**config.mk**
```make
export PLATFORM = sky130hd
export DESIGN_NAME = fetch_unit
export DESIGN_NICKNAME = d
export VERILOG_FILES = /design/src/rtl/fetch_unit.sv
export SDC_FILE = /design/constraint.sdc
export NUM_CORES = 1
export LEC_CHECK = 0
export CORE_ASPECT_RATIO = 1.5
export CORE_MARGIN = 1
export CORE_UTILIZATION = 30
export CTS_BUF_LIST = sky130_fd_sc_hd__clkbuf_4
export DETAILED_ROUTE_END_ITERATION = 10
export PLACE_DENSITY = 0.57
export REMOVE_ABC_BUFFERS = 1
export SKIP_CTS_REPAIR_TIMING = 1
export SYNTH_ARGS = -nofsm -noshare
export SYNTH_HDL_FRONTEND = slang
export SYNTH_SLANG_ARGS = --single-unit
```
**constraint.sdc**
```tcl
create_clock -name clk_i -period 2.1 [get_ports clk_i]
set_input_delay 0.21 -clock clk_i [delete_from_list [all_inputs] [get_ports clk_i]]
set_output_delay 0.21 -clock clk_i [all_outputs]
set_load 0.01 [all_outputs]
```
**src/rtl/fetch_unit.sv**
```systemverilog
`timescale 1ns/1ps
// Instruction fetch: owns the PC, fetches words over req/ack and hands {inst, pc+4, valid} to IF/ID.
// Latency: a word is presented the cycle after its ack; with N memory wait cycles, one word per N+1 cycles.
// Backpressure: hz_i freezes the output slot; one extra word parks in a skid entry and fetch pauses until it drains.
module fetch_unit #(
  parameter logic [31:0] RESET_PC = 32'h0000_0000
) (
  input  logic        clk_i,
  input  logic        rst_i,
  input  logic        hz_i,
  input  logic        branch_i,
  input  logic [31:0] branch_addr_i,
  output logic        imem_req_o,
  output logic [31:0] imem_addr_o,
  input  logic        imem_ack_i,
  input  logic [31:0] imem_data_i,
  output logic [31:0] inst_o,
  output logic [31:0] pc_o,
  output logic        inst_valid_o
);

  // FETCH: request outstanding at fa_q. HOLD: skid entry full, no request.
  // DRAIN: a wrong-path request is still outstanding and must complete before
  // the redirect target can be requested.
  typedef enum logic [1:0] {
    FETCH = 2'd0,
    HOLD  = 2'd1,
    DRAIN = 2'd2
  } state_e;

  typedef struct packed {
    logic [31:0] inst;
    logic [31:0] pc;
  } slot_t;

  localparam logic [31:0] RESET_FA = RESET_PC & ~32'h3;

  state_e      state_q;
  logic [31:0] fa_q;
  logic [31:0] tgt_q;
  slot_t       pend_q;
  slot_t       out_q;
  logic        out_vld_q;

  logic [31:0] br_tgt;
  logic [31:0] fa_inc;
  logic        slot_free;
  logic        consumed;

  // Targets are forced to word alignment; PC arithmetic wraps modulo 2^32.
  assign br_tgt    = branch_addr_i & ~32'h3;
  assign fa_inc    = fa_q + 32'd4;
  assign slot_free = !out_vld_q || !hz_i;
  assign consumed  = out_vld_q && !hz_i;

  // The request is a pure function of state so it cannot drop while waiting for ack.
  assign imem_req_o   = rst_i && (state_q == FETCH || state_q == DRAIN);
  assign imem_addr_o  = fa_q;
  assign inst_o       = out_q.inst;
  assign pc_o         = out_q.pc;
  assign inst_valid_o = out_vld_q;

  // Fetch FSM with registered output slot; priority is reset, branch, ack, stall.
  always_ff @(posedge clk_i) begin
    if (!rst_i) begin
      state_q   <= FETCH;
      fa_q      <= RESET_FA;
      tgt_q     <= '0;
      pend_q    <= '0;
      out_q     <= '0;
      out_vld_q <= 1'b0;
    end else begin
      unique case (state_q)
        FETCH: begin
          if (branch_i) begin
            out_vld_q <= 1'b0;
            if (imem_ack_i) begin
              // Data returning this cycle is wrong-path; drop it and go straight to the target.
              fa_q <= br_tgt;
            end else begin
              // Address must stay put until the in-flight request completes.
              tgt_q   <= br_tgt;
              state_q <= DRAIN;
            end
          end else if (imem_ack_i) begin
            fa_q <= fa_inc;
            if (slot_free) begin
              out_q     <= '{inst: imem_data_i, pc: fa_inc};
              out_vld_q <= 1'b1;
            end else begin
              pend_q  <= '{inst: imem_data_i, pc: fa_inc};
              state_q <= HOLD;
            end
          end else if (consumed) begin
            out_vld_q <= 1'b0;
          end
        end

        HOLD: begin
          if (branch_i) begin
            pend_q    <= '0;
            out_vld_q <= 1'b0;
            fa_q      <= br_tgt;
            state_q   <= FETCH;
          end else if (!hz_i) begin
            // Output is consumed this edge; the skid word replaces it with no bubble.
            out_q   <= pend_q;
            state_q <= FETCH;
          end
        end

        DRAIN: begin
          if (imem_ack_i) begin
            fa_q    <= branch_i ? br_tgt : tgt_q;
            state_q <= FETCH;
          end else if (branch_i) begin
            tgt_q <= br_tgt;
          end
        end

        default: begin
          state_q <= FETCH;
        end
      endcase
    end
  end

endmodule

```
==> results.txt <==
Row count: 78
H-tree depth: 4
Buffers and inverters on the worst path: 4
CTS tree: yes
Failing checks: negative setup slack
Worst setup margin: -0.02699 ns
TNS Setup: -0.08678 ns
Top_reg_cell synth: dfxtp_1
Power per cell area: 636.9 mW/mm^2
Final HPWL DP: 20,690 um
Top cell type's share of synthesized area: 41.63%
Grt total ovfl: 0
Mapped Cells: 1,141
Post-synth EDFFs: 0
DRT Pass-1 Iters: 5
Most common cell in the netlist: dfxtp_1
Synth cell count leaders: dfxtp_1 (195), nand2_1 (158), a21oi_1 (130)
Sequential element share of the synthesized area: 41.63%
Peak Freq: 470.1 MHz
Initial Utilization: 30.70%
Critical Path, Cell by Cell: buf_6 > ha_4 > buf_6 > o21ba_4 > or3_4 > buf_12 > clkbuf_16 > a211oi_2 > a21oi_1 > nor2_1
Switch Pwr: 2.557 mW
First-pass GRT wire length: 46,200 um
Reg clk slew, reported paths: 0.17 ns
Clk root buf: clkbuf_4
IO Port Bufs: 164
Clock share of power: 24.3%
Largest family of logic cells by synthesized area: compound AO/OA/AOI/OAI gates
Gr busiest metal: met2
Synth area leader: dfxtp_1
Max cap viols: 0
Wire length per cell: 17.82 um
Top cells by area, synth: dfxtp_1 (42%), a21oi_1 (6.9%), nand2_1 (6.3%), mux2i_1 (4.6%), nand3_1 (3.7%)
Final #Nets: 1,398
Vias per cell: 5.210
Vias in the first global route: 8,221
Largest net degree at the start of global routing: 51
Post-Synth Adder-Cell Area: 0.6671%
Met2 usage: 32.10%
Critical R2R Launch: state_q[1]$_SDFFE_PN0P_
IR drop worst, VDD: 0.3070 mV
R2r setup slk: -0.03 ns
Crit. End Element: flop
Yosys cell types: 70
WP depth: 10
Mux cell area share after synthesis: 5.190%
Dpl cells: 1,686
RSZ-0062 raised after global routing: yes
Switching fraction of total power: 31.63%
Fillcell total: 3,077
CTS sink cnt: 195
Netlist Area Pre-Place: 0.009378 sq mm
Share of layout cells above drive strength 1: 15.63%
Ys async rst share: 0%
Core box area: 0.03055 sq mm
Vias: 9,055
Worst setup endpoint: imem_addr_o[3]$_SDFFE_PN0P_
Mean Syn Cell Area: 8.219 sq um
Detailed router's first-iteration violation count: 585
Most common cell on crit path: buf_6
FF/Latch Area: 0.003921 sq mm
Die footprint: 0.03198 sq mm
Sequential fraction of design power: 50.2%
IO Pins: 167
Die height: 218.5 um
Post-route insts no fill: 1,738
Final Cell Area: 0.01269 sq mm
Max Slew Vio Count: 0
Layout Skew: 0.02740 ns
Logic pwr share: 25.5%
Number of buffers created by CTS: 17
Xor and xnor area share after synthesis: 2.428%
CP peak stage delay: 0.48 ns
Simple-Gate Fraction of Synth Area: 20.43%
M3 GR Usage: 3.361%
Max clock buf depth: 2
Worst r2r path cells: 10
Endpoints failing hold: 0
CP startpoint kind: flop
Period utilization: 101.3%
Antenna-violating nets left: 0
Area Overhead vs Synth: 35.33%
Largest fanout on the critical path: 6
Worst EP required: 2.68 ns
Final wirelength: 30,970 um
Worst-Margin Slew: 0.6149 ns
Setup crit start: state_q[1]$_SDFFE_PN0P_
Max-slew headroom: 59.00%
Worst Path Arrival: 2.71 ns
CP delay by family, top: buffers and inverters
#FFs+latches synth: 195
Footprint of the multi-input gates: 0.005146 sq mm
Worst setup path class: flop to flop
# setup viols final: 5
Compound-Gate Fraction of Synth Area: 23.99%
Crit-path slowest cell: or3_4
Routability Congestion: 0.8189
Int Pwr: 5.526 mW
Die X: 146.4 um
Initial antenna violation count: 1
Post-route minimum period: 2.127 ns
HP Class: input port to flop
RR Endpoint: imem_addr_o[3]$_SDFFE_PN0P_
Clock Latency Late Sink: 0.64 ns
Met1 Use GR: 22.42%
Placed Area: 0.01191 sq mm
Drt drc: 0
Leakage: 4.481 nW
GRT Util Overall: 18.32%
Synth warn: 0
Power Total: 8.083 mW
Outcome: complete, but fails checks
[cell families after synthesis]
family | after synthesis
flops | 195
xor+xnor | 26
fa+ha+maj | 5
buf+inv | 123
simple gates | 400
compound gates | 344
mux | 48
[power groups by stage]
stage / combinational (mW) / clock (mW) / sequential (mW)
after detailed placement: 1.82 / 0 / 4.13
after floorplan: 0.737 / 0 / 4.20
after CTS: 1.83 / 2.05 / 4.05
final: 2.06 / 1.96 / 4.06
after global routing: 2.21 / 2.19 / 4.09
after global placement: 1.81 / 0 / 4.13
[layout by cell type (no fill, tap or decap), types with 9 or more instances in the layout]
cell and instances:
a211oi_1 39, a21oi_1 123, a221oi_1 9, a22o_1 19
a22oi_1 29, and3_1 25, buf_12 16, buf_4 73
clkbuf_4 19, clkdlybuf4s50_1 161, dfxtp_1 181, dfxtp_2 14
inv_1 13, mux2i_1 42, nand2_1 158, nand3_1 70
nor2_1 79, o21ai_0 30, o21ai_1 9, o22ai_1 19
xnor2_1 16, xor2_1 9
[worst min-delay path by stage]
stage                            startpoint  slack, ns                      endpoint  cells after the start
detailed placement  pend_q[28]$_SDFFE_PN0P_       0.43       pend_q[28]$_SDFFE_PN0P_                      2
CTS                       branch_addr_i[17]       0.10        tgt_q[17]$_SDFFE_PN0P_                      3
finish                    branch_addr_i[23]       0.16        tgt_q[23]$_SDFFE_PN0P_                      3
global placement    pend_q[31]$_SDFFE_PN0P_       0.43       pend_q[31]$_SDFFE_PN0P_                      2
floorplan                             rst_i       0.33  imem_addr_o[25]$_SDFFE_PN0P_                      1
global route              branch_addr_i[12]        0.1        tgt_q[12]$_SDFFE_PN0P_                      3
[worst register-to-register path, stage by stage (launching register included)]
cell and delay [ns]:
dfxtp_2 0.36, buf_6 0.11, ha_4 0.15, buf_6 0.12, o21ba_4 0.23, or3_4 0.49, buf_12 0.17, clkbuf_16 0.16
a211oi_2 0.15, a21oi_1 0.06, nor2_1 0.07
[state kept, by name (all words and copies together) (netlist names)]
signal / cells
imem_addr_o: 32
state_q: 2
tgt_q: 32
pend_q: 64
pc_o: 32
inst_valid_o: 1
inst_o: 32
[area by class of cell]
cell class	count	share of cell area (%)
timing repair buffer	269	22.05
sequential	195	30.90
inverter	18	0.5521
clock inverter	13	0.8577
tap	400	3.944
antenna	1	0.01972
multi-input combinational	823	40.55
clock buffer	19	1.124
[per-stage QoR]
stage / hold WS (ns) / util [%] / setup slack, ns
floorplan: 0.3275 / - / -4.015
global placement: 0.4254 / 39.00 / -0.1796
detailed placement: 0.4343 / 39.00 / -0.1803
CTS: 0.1015 / 39.82 / -0.4430
global route: 0.09651 / 41.55 / -0.05742
finish: 0.1626 / 41.55 / -0.02699
[per-layer routing]
layer | routed length [um] | share of wire (%)
met2 | 15910 | 51
met1 | 12910 | 42
met3 | 1270 | 4.1
met4 | 880 | 2.8
met5 | 0 | 0
Power figures use the tool's default switching activity.
